==> config.mk <==
export PLATFORM = sky130hd
export DESIGN_NAME = fifo_wr_arbiter
export DESIGN_NICKNAME = d
export VERILOG_FILES = /design/src/rtl/fifo_wr_arbiter.sv
export SDC_FILE = /design/constraint.sdc
export NUM_CORES = 1
export LEC_CHECK = 0
export BUFFER_PORTS_ARGS = -buffer_cell sky130_fd_sc_hd__clkbuf_2
export CAP_MARGIN = 25
export CORE_ASPECT_RATIO = 1.1
export CORE_MARGIN = 2
export CORE_UTILIZATION = 50
export CTS_CLUSTER_SIZE = 16
export DETAILED_ROUTE_END_ITERATION = 10
export MAX_ROUTING_LAYER = met4
export PLACE_DENSITY = 0.81
export SKIP_CTS_REPAIR_TIMING = 1
export SYNTH_ARGS = -nofsm -noshare
export SYNTH_HDL_FRONTEND = slang
export SYNTH_SLANG_ARGS = --single-unit
==> constraint.sdc <==
create_clock -name clk -period 5.08 [get_ports clk]
set_clock_uncertainty 0.05 [all_clocks]
set_input_delay 0.254 -clock clk [delete_from_list [all_inputs] [get_ports clk]]
set_output_delay 0.254 -clock clk [all_outputs]
set_load 0.03 [all_outputs]
==> src/rtl/fifo_wr_arbiter.sv <==
// Round-robin arbiter sharing one FIFO write port among NUM_REQ producers with bounded bursts.
// Latency: 1 cycle from accept to registered ack / fifo_wr_en / fifo_data_out.
// Backpressure: never writes when reserved occupancy reaches FIFO_DEPTH; stalls the burst or idles until a read frees space.
module fifo_wr_arbiter #(
  parameter int NUM_REQ    = 4,
  parameter int DATA_WIDTH = 16,
  parameter int FIFO_DEPTH = 8,
  parameter int MAX_BURST  = 4
) (
  input  logic                             clk,
  input  logic                             rst,
  input  logic [NUM_REQ-1:0]               req,
  input  logic [NUM_REQ*DATA_WIDTH-1:0]    data_in,
  input  logic                             fifo_rd_en,
  output logic [NUM_REQ-1:0]               ack,
  output logic                             fifo_wr_en,
  output logic [DATA_WIDTH-1:0]            fifo_data_out,
  output logic [$clog2(NUM_REQ)-1:0]       grant_id,
  output logic                             busy,
  output logic [$clog2(FIFO_DEPTH+1)-1:0]  count
);

  localparam int IDW = $clog2(NUM_REQ);
  localparam int CW  = $clog2(FIFO_DEPTH+1);
  localparam int BW  = $clog2(MAX_BURST+1);

  typedef enum logic {IDLE = 1'b0, BURST = 1'b1} state_t;

  state_t          state_q, state_d;
  logic [IDW-1:0]  rr_ptr, rr_ptr_d;
  logic [BW-1:0]   burst_cnt, burst_cnt_d;
  logic [CW-1:0]   count_d;
  logic [CW-1:0]   occ;
  logic            eff_read;
  logic            space, any_req, cont;
  logic            accept;
  logic [IDW-1:0]  accept_id;
  logic [IDW-1:0]  next_ptr;
  logic [IDW-1:0]  pick_rr, pick_next;
  logic [NUM_REQ-1:0] ack_d;

  // Increment a requester index, wrapping at NUM_REQ (NUM_REQ need not be a power of two).
  function automatic logic [IDW-1:0] inc_wrap(input logic [IDW-1:0] p);
    if (p == IDW'(NUM_REQ-1)) return '0;
    else return p + IDW'(1);
  endfunction

  // First asserted request at or after 'start', searching in round-robin order.
  function automatic logic [IDW-1:0] rr_pick(input logic [NUM_REQ-1:0] r, input logic [IDW-1:0] start);
    logic [IDW-1:0] idx;
    logic [IDW-1:0] sel;
    logic           found;
    idx   = start;
    sel   = start;
    found = 1'b0;
    for (int i = 0; i < NUM_REQ; i++) begin
      if (!found && r[idx]) begin
        sel   = idx;
        found = 1'b1;
      end
      idx = inc_wrap(idx);
    end
    return sel;
  endfunction

  // count includes the write still in flight, so space is judged conservatively;
  // a read in this cycle only frees space for the next decision.
  assign space     = (count < CW'(FIFO_DEPTH));
  assign any_req   = |req;
  assign cont      = (state_q == BURST) && req[grant_id] && (burst_cnt < BW'(MAX_BURST));
  assign next_ptr  = inc_wrap(grant_id);
  assign pick_rr   = rr_pick(req, rr_ptr);
  assign pick_next = rr_pick(req, next_ptr);

  // Words actually inside the FIFO exclude the write that lands this cycle.
  assign occ       = count - CW'(fifo_wr_en);
  assign eff_read  = fifo_rd_en && (occ != '0);
  assign count_d   = count + CW'(accept) - CW'(eff_read);

  assign ack_d     = accept ? (NUM_REQ'(1) << accept_id) : '0;
  assign busy      = (state_q == BURST);

  // State register.
  always_ff @(posedge clk or posedge rst) begin
    if (rst) state_q <= IDLE;
    else     state_q <= state_d;
  end

  // Next state: stay in BURST while the owner continues (even if stalled) or a handover grant is possible.
  always_comb begin
    state_d = state_q;
    case (state_q)
      IDLE:    if (space && any_req) state_d = BURST;
      BURST:   if (!cont && !(space && any_req)) state_d = IDLE;
      default: state_d = IDLE;
    endcase
  end

  // Accept decision, burst length and round-robin pointer update.
  always_comb begin
    accept      = 1'b0;
    accept_id   = grant_id;
    burst_cnt_d = burst_cnt;
    rr_ptr_d    = rr_ptr;
    case (state_q)
      IDLE: begin
        if (space && any_req) begin
          accept      = 1'b1;
          accept_id   = pick_rr;
          burst_cnt_d = BW'(1);
        end
      end
      BURST: begin
        if (cont) begin
          if (space) begin
            accept      = 1'b1;
            burst_cnt_d = burst_cnt + BW'(1);
          end
        end else begin
          // Burst over: hand priority to the requester after the owner, regrant without a dead cycle.
          rr_ptr_d = next_ptr;
          if (space && any_req) begin
            accept      = 1'b1;
            accept_id   = pick_next;
            burst_cnt_d = BW'(1);
          end
        end
      end
      default: ;
    endcase
  end

  // Registered outputs and bookkeeping; reset drops any pending write.
  always_ff @(posedge clk or posedge rst) begin
    if (rst) begin
      rr_ptr        <= '0;
      burst_cnt     <= '0;
      count         <= '0;
      ack           <= '0;
      fifo_wr_en    <= 1'b0;
      fifo_data_out <= '0;
      grant_id      <= '0;
    end else begin
      rr_ptr     <= rr_ptr_d;
      burst_cnt  <= burst_cnt_d;
      count      <= count_d;
      ack        <= ack_d;
      fifo_wr_en <= accept;
      if (accept) begin
        grant_id      <= accept_id;
        fifo_data_out <= data_in[accept_id*DATA_WIDTH +: DATA_WIDTH];
      end
    end
  end

endmodule

### Word level (Yosys, flattened, before mapping)

Cells that the tools add are included.

| word-level totals | value |
|---|---|
| register bits | 33 |
| logic and storage cells | 116 |

| cells by class | value |
|---|---|
| reductions and logical operators | 22 |
| shift operators | 2 |
| $add $sub $neg | 11 |
| muxes and demuxes | 52 |
| bitwise gates (word level) | 2 |
| order comparisons | 11 |
| equal/unequal tests | 8 |

Operator list:

| kind | count |
|---|---|
| indexed part select 64 x 7 -> 16 bit | 1 |
| two-way mux 2 bit | 16 |
| < comparator 2 x 3 -> 1 bit (second input constant) | 9 |
| two-way mux 1 bit | 19 |
| binary-select mux 1 bit (select 2 bit) | 9 |
| adder 2 x 1 -> 2 bit (second input constant) | 7 |
| equality test 2 bit (second input constant) | 7 |
| logical AND 1 bit | 11 |
| two-way mux 3 bit | 3 |
| logical NOT 1 bit | 8 |
| subtractor 4 x 1 -> 4 bit | 2 |
| case mux 3 bit (2 select lines) | 1 |
| adder 4 x 1 -> 4 bit | 1 |
| < comparator 4 bit (second input constant) | 1 |
| two-way mux 4 bit | 1 |
| case mux 1 bit (2 select lines) | 2 |
| case mux 2 bit (2 select lines) | 1 |
| nonzero test 4 bit | 1 |
| OR reduction 4 bit | 1 |
| << shifter 1 x 2 -> 4 bit (first input constant) | 1 |
| adder 3 x 1 -> 3 bit (second input constant) | 1 |
| < comparator 3 bit (second input constant) | 1 |
| != test 3 bit (second input constant) | 1 |
| NOT 1 bit | 2 |
| AND reduction 2 bit | 1 |

### Depth between registers and ports, before layout

Gate-level depths: netlist of run 1.

| logic depth | value |
|---|---|
| word-level depth | 19 |
| gate-level depth with buffers | 13 |

### Worst setup path after synthesis of run 1

Ideal clock, no wire load.

| path | value |
|---|---|
| path type | flip-flop to flip-flop |
| from | register grant_id[0] |
| to | register fifo_data_out[10] |
| arrival | 2945 ps |
| cell stages (with the launch flop) | 11 |
| buffers on the path | 3 |
| period minus slack after synthesis | 3127 ps |
| setup time | 132 ps |
| path slack | 1953 ps |
| cell sequence | dfrtp_1 ha_1 buf_2 mux4_2 a221o_1 or3_1 nand4_1 buf_6 buf_8 mux2i_1 o221ai_2 |

| on the way | value |
|---|---|
| cells in the longest elaborated chain, start to end | 18 |

RTL lines:

| what | line | text |
|---|---|---|
| from (decl) | 18 | `output logic [$clog2(NUM_REQ)-1:0] grant_id,` |
| from (signal assigned) | 150 | `grant_id <= accept_id;` |
| adder 2 x 1 -> 2 bit or equality test 2 bit (tied branches) | 45, 44 |  |
| two-way mux 2 bit (*) | 44 | `if (p == IDW'(NUM_REQ-1)) return '0;` |
| net next_ptr[1] | 38 | `logic [IDW-1:0] next_ptr;` |
| parallel branches: the longest is 11 deep, another holds adder 2 x 1 -> 2 bit | n/a |  |
| two-way mux 2 bit (*) | 57 | `if (!found && r[idx]) begin` |
| two-way mux 2 bit (*) | 122 | `if (space && any_req) begin` |
| two-way mux 2 bit (*) | 114 | `if (cont) begin` |
| case mux 2 bit (2 select lines) (*) | 105 | `case (state_q)` |
| indexed part select 64 x 7 -> 16 bit (*) | 151 | `fifo_data_out <= data_in[accept_id*DATA_WIDTH +: DATA_WIDTH];` |
| to (signal assigned) | 151 |  |
| to (decl) | 17 | `output logic [DATA_WIDTH-1:0] fifo_data_out,` |

Mark *: on every way through the listed nets, which the timed path passes. The select of a mux whose other input is x is not followed.
A chain may end at the register's enable or synchronous reset.

### Final worst setup path of run 1

| path | value |
|---|---|
| from | register rr_ptr[0] |
| to | register fifo_data_out[0] |

| on the way | value |
|---|---|
| cells in the longest elaborated chain, start to end | 15 |

RTL lines:

| what | line | text |
|---|---|---|
| from (decl) | 30 | `logic [IDW-1:0] rr_ptr, rr_ptr_d;` |
| from (signal assigned) | 144 | `rr_ptr <= rr_ptr_d;` |
| parallel branches: the longest is 11 deep, another holds adder 2 x 1 -> 2 bit | n/a |  |
| two-way mux 2 bit (*) | 57 |  |
| two-way mux 2 bit (*) | 107 | `if (space && any_req) begin` |
| case mux 2 bit (2 select lines) (*) | 105 |  |
| indexed part select 64 x 7 -> 16 bit (*) | 151 |  |

Every way passes the cells marked *. The select of a mux whose other input is x is not followed.

==> run summary, run 1 <==
I/O Pins: 99
Static Leak: 0.001575 uW
Initial core utilization: 52.00%
CP endpoint kind: register
Clock power share: 11.0%
Via density: 5.727
Setup CP Type: reg -> reg
Final GP Congestion: 0.8939
Hold WC Path Type: in -> async
Layout Nets: 421
Critical Path Fanout Max: 28
Gr usage total: 22.20%
Synth warn: 0
Clock Pin Slew Worst Setup and Hold Paths: 70 ps
WHS: -25.67 ps
Largest area contributor in the netlist: dfrtp_1
Syn_nets: 336
Final Hold Viols: 33
Failing checks: hold timing
WL per Instance: 15.38 um
CTS max path bufs: 2
Die H: 79.89 um
Async S/R FF share, synth: 100.0%
Startpoint Class: register
WP data required: 5150 ps
Switching Fraction: 49.15%
CTS H-Tree Depth: 2
Synthesized area per cell: 10.26 um2
Most frequent cell after synthesis: mux2i_1
Total Routed Length: 6138 um
Setup_tns: 0 ps
Drt pass-1 iters: 4
Die Area: 0.005830 mm2
Vias in the first global route: 2185
Worst-Skew Late Latency: 280 ps
Sequential cell fraction of total power: 21.2%
Placed cell area: 0.003020 mm2
Simple-gate portion of the synthesized area: 13.38%
Initial antenna violation count: 0
Cell Pwr Density: 840.0 mW/mm2
#FFs+latches synth: 33
Post-Syn Instances: 255
Logic pwr share: 67.8%
Final slew viol count: 0
CTS sink cnt: 33
Core footprint: 0.005034 mm2
# diodes: 0
Clock root buffer: clkbuf_8
Die width: 72.99 um
Final non-filler cell area: 0.003154 mm2
CP Data Arrival Time: 3840 ps
Worst-Margin Slew: 992.2 ps
Drt drc: 0
Unrepaired setup endpoints after global routing: no
Slew HR: 33.86%
Crit share post-route: 74.18%
Most frequent cells after synthesis: 34 x mux2i_1, 33 x dfrtp_1, 25 x nand2_1, 17 x nor2_1, 14 x inv_1
Status: finished with violations
Max frequency: 265.4 MHz
Synth top area share: 31.55%
Count of final setup violators: 0
Max IR drop VDD: 0.4103 mV
Final HPWL from detailed placement: 4626 um
Post-synth EDFFs: 0
Share of cells above drive strength 1: 39.00%
Largest net degree at the start of global routing: 36
Synth Area in Compound Gates: 21.18%
IO Port Bufs: 98
Fin crit period: 3768 ps
Row count: 27
TritonCTS clock tree: done
Post-synthesis mux area share: 18.16%
ANT nets after route: 0
Post-synthesis sequential area ratio: 31.55%
Max_cap viols: 0
P_sw: 1302 uW
Synth Cell Area: 0.002618 mm2
GRT overflow: 0
Largest family of logic cells by synthesized area: compound AO/OA/AOI/OAI gates
CTS Buf Count: 5
First-pass GRT wire length: 10050 um
Synth Flop Type: dfrtp_1
Yosys cell types: 57
DR iter-0 viols: 118
Post-synthesis xor/xnor area fraction: 1.673%
Adder-cell share of the synthesized area: 5.067%
Internal power of the cells: 1347 uW
Area Overhead vs Synth: 20.51%
Largest cells by area after synthesis: dfrtp_1 32%, mux2i_1 13%, o221ai_2 4.6%
Via count: 2285
kinds of logic (layout without fill, tap and decap cells):
group,after synthesis,in the layout
buffers and inverters,38,124
adder cells (fa/ha/maj),10,10
XOR/XNOR,5,5
multiplexers,43,43
AND/OR/NAND/NOR,69,69
flip-flops,33,33
AO/OA/AOI/OAI,57,57
worst max-delay path, cell delays in order (launching register included):
cell and delay [ps]:
dfrtp_1 850, ha_1 500, or4b_1 580, o211ai_2 90, a22oi_2 110, a2111oi_2 290
a2111o_1 210, a31o_1 690, o221ai_1 220
sequential cells by signal, indices dropped and copies added, names as in the netlist:
name           cells
fifo_data_out     16
ack                4
count              4
burst_cnt          3
grant_id           2
rr_ptr             2
busy               1
fifo_wr_en         1
cell usage in the layout (no fill, tap or decap), types with 6 or more instances in the layout:
cell type and n:
inv_1 14, mux2i_1 34, mux2_2 6, dfrtp_1 33, o221ai_1 10, nand2_1 25
o221ai_2 8, nor2_1 17, ha_1 9, clkbuf_2 98
metal layers:
layer	track usage [%]	routed length [um]	vias up
met3	4.798	325	6
met1	28.58	2630	1079
met5	-	0	-
met2	36.04	3125	73
met4	4.444	56	0
li1	-	-	1127
power by group through the flow:
stage	sequential, uW	combinational (uW)	clock [uW]
after floorplan	693	1480	0
after global placement	559	1750	0
after detailed placement	561	1810	0
after CTS	560	1820	296
after global routing	584	1970	307
final	561	1800	292
path summary, 6_finish.rpt:
check                           slack, ps  cells after the start                            end                startpoint
worst max register to register       1310                      8   fifo_data_out[0]$_DFFE_PP0N_     rr_ptr[0]$_DFFE_PP0P_
max in group asynchronous            4710                      3   fifo_data_out[1]$_DFFE_PP0N_                       rst
worst min register to register        430                      1       burst_cnt[0]$_DFFE_PP0P_  burst_cnt[0]$_DFFE_PP0P_
worst max-delay path                 1310                      8   fifo_data_out[0]$_DFFE_PP0N_     rr_ptr[0]$_DFFE_PP0P_
min in group clk                      250                      3  fifo_data_out[11]$_DFFE_PP0N_               data_in[27]
worst min-delay path                  -30                      3             count[3]$_DFF_PP0_                       rst
final cells by class:
class                           count  area, um2
Clock buffer                        5      68.82
Clock inverter                      3      65.06
Fill cell                         407       1879
Inverter                           16      60.06
Multi-Input combinational cell    184       1556
Sequential cell                    33      825.8
Tap cell                           58      72.57
Timing Repair Buffer              100      505.5
per-stage QoR:
step	cells	power (uW)	util [%]	hold WS [ps]	setup slack [ps]
floorplan	255	2175	-	332.9	1953
global placement	391	2306	60.00	288.8	1451
detailed placement	391	2372	60.00	298.0	1308
CTS	399	2673	62.66	-15.48	1300
global route	399	2860	62.66	26.81	1014
finish	399	2650	62.66	-25.67	1312
Power figures use the tool's default switching activity.
==> run 2, diff against run 1 <==
--- a/config.mk
+++ b/config.mk
@@ -5,15 +5,16 @@
 export SDC_FILE = /design/constraint.sdc
 export NUM_CORES = 1
 export LEC_CHECK = 0
+export ABC_AREA = 1
 export BUFFER_PORTS_ARGS = -buffer_cell sky130_fd_sc_hd__clkbuf_2
 export CAP_MARGIN = 25
 export CORE_ASPECT_RATIO = 1.1
 export CORE_MARGIN = 2
-export CORE_UTILIZATION = 50
+export CORE_UTILIZATION = 46
 export CTS_CLUSTER_SIZE = 16
 export DETAILED_ROUTE_END_ITERATION = 10
 export MAX_ROUTING_LAYER = met4
-export PLACE_DENSITY = 0.81
+export PLACE_DENSITY = 0.77
 export SKIP_CTS_REPAIR_TIMING = 1
 export SYNTH_ARGS = -nofsm -noshare
 export SYNTH_HDL_FRONTEND = slang
==> constraint.sdc (replaced) <==
create_clock -name clk -period 3.4 [get_ports clk]
set_clock_uncertainty 0.05 [all_clocks]
set_input_delay 0.17 -clock clk [delete_from_list [all_inputs] [get_ports clk]]
set_output_delay 0.17 -clock clk [all_outputs]
set_load 0.03 [all_outputs]
==> run 2 against run 1 <==
Critical path type unchanged. Final cell count grew 56%. Via count is 39% higher. The flow now finishes without violations. Clock-buffer cell count did not move. Hold slack better by 230 ps. Synthesized cell count grew 76%. Largest cell class unchanged. First-iteration DRC count is 83% higher. Area after synthesis up 11%.
==> run summary, run 2 <==
Vias in the first global route: 3045 (+39%)
Total Routed Length: 7881 um (+28%)
CP Data Arrival Time: 3130 ps (-710 ps)
GR Util met3: 3.631% (-1.2 points)
Largest cells by area after synthesis: dfrtp_1 28%, nand2_1 27%, nand3_1 13%
RR Endpoint: fifo_data_out[1]$_DFFE_PP0N_
Clock root buffer: clkbuf_8
Fin crit period: 3000 ps (-768.6 ps)
Synth top area share: 28.49% (-3.1 points)
Crit share post-route: 88.23% (+14 points)
Final HPWL from detailed placement: 6059 um (+31%)
Layout Nets: 624 (+48%)
Synthesized area per cell: 6.442 um2 (-37%)
Met1 global-route usage: 30.55% (+2.0 points)
Synth Flop Type: dfrtp_1
Path depth of the worst reg2reg path: 19 (+11)
Row count: 30 (+11%)
Async S/R FF share, synth: 100.0% (unchanged)
Die H: 87.26 um (+9.2%)
Largest area contributor in the netlist: dfrtp_1
Initial core utilization: 47.38% (-4.6 points)
Placed Cells: 615 (+57%)
Hold WC Path Type: in -> reg
Post-synthesis sequential area ratio: 28.49% (-3.1 points)
Core footprint: 0.006118 mm2 (+22%)
Fin cells: 624 (+56%)
Worst hold stages: 7
I/O Pins: 99 (unchanged)
Critical Path Fanout Max: 20 (-29%)
Max_cap viols: 0 (unchanged)
Drt pass-1 iters: 5 (+1)
Final Hold Viols: 0 (-100%)
Setup_tns: 0 ps (unchanged)
Synth Cell Area: 0.002899 mm2 (+11%)
Worst-Skew Late Latency: 290 ps (about the same)
#FFs+latches synth: 33 (unchanged)
Placed cell area: 0.003386 mm2 (+12%)
Final slew viol count: 0 (unchanged)
Synth warn: 0 (unchanged)
CTS sink cnt: 33 (unchanged)
TritonCTS clock tree: done
Final non-filler cell area: 0.003483 mm2 (+10%)
Unrepaired setup endpoints after global routing: no
GRT overflow: 0 (unchanged)
Area Overhead vs Synth: 20.16%
Most frequent cell after synthesis: nand2_1
Drt drc: 0 (unchanged)
Fin util: 56.93% (-5.7 points)
Final GP Congestion: 0.8965 (+0.29%)
Worst-Margin Slew: 634.2 ps (-357.9 ps)
CP endpoint kind: register
Initial antenna violation count: 0 (unchanged)
Share of cells above drive strength 1: 29.60% (-9.4 points)
Most common cell after layout, fill and taps aside: nand2_1
Max frequency: 333.4 MHz (+26%)
Worst R2R Start: grant_id[0]$_DFFE_PP0N_
Status: finished, final reports clean
Gr usage total: 24.61% (+2.4 points)
Crit path launch: grant_id[0]$_DFFE_PP0N_
Number of flip-flops in the largest register: 16 (unchanged)
DR iter-0 viols: 216 (+83%)
Yosys cell types: 34 (-40%)
Most frequent cells after synthesis: 206 x nand2_1, 74 x nand3_1, 33 x dfrtp_1, 21 x inv_1, 15 x nor2_1
Most Used Layer, Global Route: met2
Count of final setup violators: 0 (unchanged)
# diodes: 0 (unchanged)
Clock Pin Slew Worst Setup and Hold Paths: 70 ps (about the same)
Die width: 79.69 um (+9.2%)
Flop2flop setup slack: 400 ps (-910 ps)
Via density: 5.079 (-11%)
Crit path to: fifo_data_out[1]$_DFFE_PP0N_
WL per Instance: 12.63 um (-18%)
Post-synth EDFFs: 0 (unchanged)
Setup CP Type: reg -> reg
Reg with most FFs: fifo_data_out
CTS H-Tree Depth: 2 (unchanged)
IO Port Bufs: 98 (unchanged)
Met2 usage in global routing: 41.18% (+5.1 points)
Most frequent cells in the layout: 206 x nand2_1, 98 x clkbuf_2, 74 x nand3_1
Regs by FF count: fifo_data_out (16), ack (4), count (4)
ANT nets after route: 0 (unchanged)
Post-Syn Instances: 450 (+76%)
WP data required: 3530 ps (-1620 ps)
Slew HR: 57.60% (+24 points)
Largest net degree at the start of global routing: 29 (-19%)
Die Area: 0.006954 mm2 (+19%)
First-pass GRT wire length: 13250 um (+32%)
CTS Buf Count: 5 (unchanged)
Via count: 3169 (+39%)
CTS max path bufs: 2 (unchanged)
Syn_nets: 531 (+58%)
Startpoint Class: register
-- run 2: cell count changes after synthesis, moves of 7 or more --
cell | before | now
inv_2 | 2 | 13
nand2_2 | 0 | 13
mux2i_1 | 34 | 0
o221ai_1 | 10 | 0
nand3_1 | 3 | 74
o221ai_2 | 8 | 0
inv_1 | 14 | 21
nand2_1 | 25 | 206
-- run 2: kinds of logic after synthesis --
kind of cell               count (synthesis)  share of synthesized area [%]
buffers and inverters                     53                          9.495
xor gates and xnor gates                   2                         0.6043
adders and majority gates                 10                          4.575
AOI/OAI and AO/OA                         23                          6.301
and+or+nand+nor                          329                          50.54
DFF                                       33                          28.49
-- run 2: worst min path at each step --
| stage | start | endpoint | slack, ps |
|---|---|---|---|
| detailed placement | rst | ack[1]$_DFF_PP0_ | 150 |
| global route | data_in[49] | fifo_data_out[1]$_DFFE_PP0N_ | 240 |
| floorplan | rst | ack[0]$_DFF_PP0_ | 250 |
| CTS | rst | ack[3]$_DFF_PP0_ | -160 |
| finish | data_in[19] | fifo_data_out[3]$_DFFE_PP0N_ | 210 |
| global placement | rst | ack[3]$_DFF_PP0_ | 130 |
-- run 2: critical path: stages, from the launching register on --
cell and delay (ps):
dfrtp_2 510, ha_1 430, inv_2 160, nand3_2 110, nand2_4 110, inv_2 50
nand2_1 60, nand3_1 100, nor2_1 170, nand2_2 110, nand2_1 90, nand2_2 70
nand3_4 130, nand2_2 300, nand2_1 150, nand2_1 60, nand2_1 60, nand2_1 50
nand2_1 50, nand2_1 50
-- run 2: final cells by class --
type | instances | area (um2)
well taps | 80 | 100.1
inverters | 35 | 133.9
repair buffers | 104 | 538.0
flip-flops and latches | 33 | 827.0
multi-input cells | 364 | 1798
clock buffers | 5 | 68.82
clock inverters | 3 | 17.52
fillers | 595 | 2635
-- run 2: metal layers --
metal,routed length (um),vias to the layer above,share of wire [%]
li1,-,1618,-
met1,3381,1418,43
met2,3864,120,49
met3,492,13,6.2
met4,143,0,1.8
met5,0,-,0
-- run 2: through the flow --
step	worst slack, ps	hold WS, ps
floorplan	911.7	248.9
global placement	485.5	130.1
detailed placement	351.6	147.3
CTS	309.8	-163.4
global route	62.99	242.6
finish	400.2	205.8
Power of run 2 is left out: the tool's default activity adds up to more than one toggle a clock period on the data nets, which glitch-free logic cannot reach.
==> run 3, diff against run 2 <==
--- a/config.mk
+++ b/config.mk
@@ -14,8 +14,9 @@
 export CTS_CLUSTER_SIZE = 16
 export DETAILED_ROUTE_END_ITERATION = 10
 export MAX_ROUTING_LAYER = met4
-export PLACE_DENSITY = 0.77
+export PLACE_DENSITY = 0.84
 export SKIP_CTS_REPAIR_TIMING = 1
 export SYNTH_ARGS = -nofsm -noshare
 export SYNTH_HDL_FRONTEND = slang
 export SYNTH_SLANG_ARGS = --single-unit
+export TNS_END_PERCENT = 5
==> run 3 against run 2 <==
Via count up 1.7%. Wire length grew 0.94%. Hold slack improved by 3.3 ps. Non-clock buffer count fell by 1. Clock-buffer cell count increased by 2. Final cell count down 0.16%. Register-to-register slack better by 40 ps. Critical path depth stayed put. Utilization increased by 0.35 points. Highest routed layer unchanged.
==> run summary, run 3 (same netlist as run 2, synthesis figures left out) <==
Number of flip-flops in the largest register: 16 (unchanged)
Unrepaired setup endpoints after global routing: no
Fin crit period: 2963 ps (-36.94 ps)
Largest net degree at the start of global routing: 34 (+17%)
Die Area: 0.006954 mm2 (unchanged)
Startpoint Class: register
Total Routed Length: 7955 um (+0.94%)
Status: finished, final reports clean
# diodes: 0 (unchanged)
Core footprint: 0.006118 mm2 (unchanged)
TritonCTS clock tree: done
WL per Instance: 12.77 um (+1.1%)
Worst-Skew Late Latency: 290 ps (about the same)
Most frequent CP cell: nand2_1
Most frequent cells in the layout: 206 x nand2_1, 98 x clkbuf_2, 74 x nand3_1
Setup_tns: 0 ps (unchanged)
CTS max path bufs: 2 (unchanged)
Initial core utilization: 47.38% (unchanged)
Seq. cell area: 825.8 um2 (-0.15%)
Slew HR: 61.13% (+3.5 points)
CP max stage cell: dfrtp_1
Regs by FF count: fifo_data_out (16), ack (4), count (4)
Via density: 5.172 (+1.8%)
Clock root buffer: clkbuf_8
Final HPWL from detailed placement: 6293 um (+3.9%)
CTS sink cnt: 33 (unchanged)
Drt pass-1 iters: 4 (-1)
Area Overhead vs Synth: 20.89%
Top delay family on crit path: simple AND/OR/NAND/NOR gates
Max_cap viols: 0 (unchanged)
WP data required: 3580 ps (+50 ps)
Most common cell after layout, fill and taps aside: nand2_1
GRT overflow: 0 (unchanged)
Die width: 79.69 um (unchanged)
Critical Path Fanout Max: 32 (+60%)
Worst-Margin Slew: 581.5 ps (-52.77 ps)
Via count: 3222 (+1.7%)
CTS Buf Count: 5 (unchanged)
Clock Pin Slew Worst Setup and Hold Paths: 70 ps (about the same)
Crit-path cells: ha_1 > inv_2 > nand3_2 > nand2_4 > inv_2 > nand2_1 > nand3_1 > nor2_1 > nand2_2 > nand2_1 > nand2_2 > nand3_4 > buf_4 > nand3_1 > nand2_1 > nand2_1 > nand2_1 > nand2_1 > nand2_1
CP endpoint kind: register
Vias in the first global route: 3037 (-0.26%)
Final GP Congestion: 1.045 (+17%)
Max frequency: 337.5 MHz (+1.2%)
First-pass GRT wire length: 13480 um (+1.7%)
Gr usage total: 25.15% (+0.55 points)
Crit share post-route: 87.14% (-1.1 points)
Hold WC Path Type: in -> reg
Count of final setup violators: 0 (unchanged)
Die H: 87.26 um (unchanged)
CTS H-Tree Depth: 2 (unchanged)
IO Port Bufs: 98 (unchanged)
Row count: 30 (unchanged)
DR iter-0 viols: 162 (-25%)
ANT nets after route: 0 (unchanged)
Share of cells above drive strength 1: 29.10% (-0.50 points)
Drt drc: 0 (unchanged)
CP Data Arrival Time: 3140 ps (about the same)
WP buf/inv: 3 (+1)
Area of the multi-input gates: 0.001798 mm2 (unchanged)
Initial antenna violation count: 0 (unchanged)
Final Hold Viols: 0 (unchanged)
Reg with most FFs: fifo_data_out
Final slew viol count: 0 (unchanged)
Setup CP Type: reg -> reg
# fillers: 584 (-1.8%)
CP max stage delay: 640 ps (+130 ps)
Layout Nets: 623 (-0.16%)
I/O Pins: 99 (unchanged)
## run 3: final timing paths
path,start,end,slack [ps],cells after the start
max,grant_id[0]$_DFFE_PP0N_,fifo_data_out[9]$_DFFE_PP0N_,440,19
min reg2reg,fifo_data_out[14]$_DFFE_PP0N_,fifo_data_out[14]$_DFFE_PP0N_,430,2
max reg2reg,grant_id[0]$_DFFE_PP0N_,fifo_data_out[9]$_DFFE_PP0N_,440,19
min in group asynchronous,rst,ack[3]$_DFF_PP0_,480,4
max in group asynchronous,rst,fifo_data_out[6]$_DFFE_PP0N_,2530,4
min,data_in[18],fifo_data_out[2]$_DFFE_PP0N_,210,7
## run 3: stage by stage
step	hold WS, ps	utilization (%)	setup WS [ps]	area [um2]	std cells
2_1_floorplan	248.9	-	911.7	2899	450
3_3_place_gp	204.8	55.21	527.8	3378	614
3_5_place_dp	223.3	55.21	469.7	3378	614
4_1_cts	-76.19	57.12	462.3	3495	622
5_1_grt	231.0	57.28	125.9	3505	623
6_report	209.1	57.28	437.1	3505	623
## run 3: layout make-up
| type | count | share of cell area [%] |
|---|---|---|
| clock buffers | 7 | 2.463 |
| flip-flops and latches | 33 | 23.56 |
| inverters | 35 | 3.820 |
| repair buffers | 103 | 15.14 |
| clock inverters | 1 | 0.8568 |
| well taps | 80 | 2.856 |
| multi-input cells | 364 | 51.30 |
## run 3: worst register-to-register path, delay by kind of cell, from the launching register on
kind	cells	cell delay [ps]
adder cells (fa/ha/maj)	1	390
AND/OR/NAND/NOR	15	1350
flip-flops	1	640
buffers and inverters	3	490
## run 3: routing by layer
metal / GRT usage, % / part of all wire (%) / up-vias
li1: - / - / 1622
met1: 29.47 / 41 / 1415
met2: 41.25 / 48 / 149
met3: 5.083 / 7.0 / 36
met4: 12.07 / 4.3 / 0
met5: - / 0 / -
Power of run 3 is left out for the same reason.
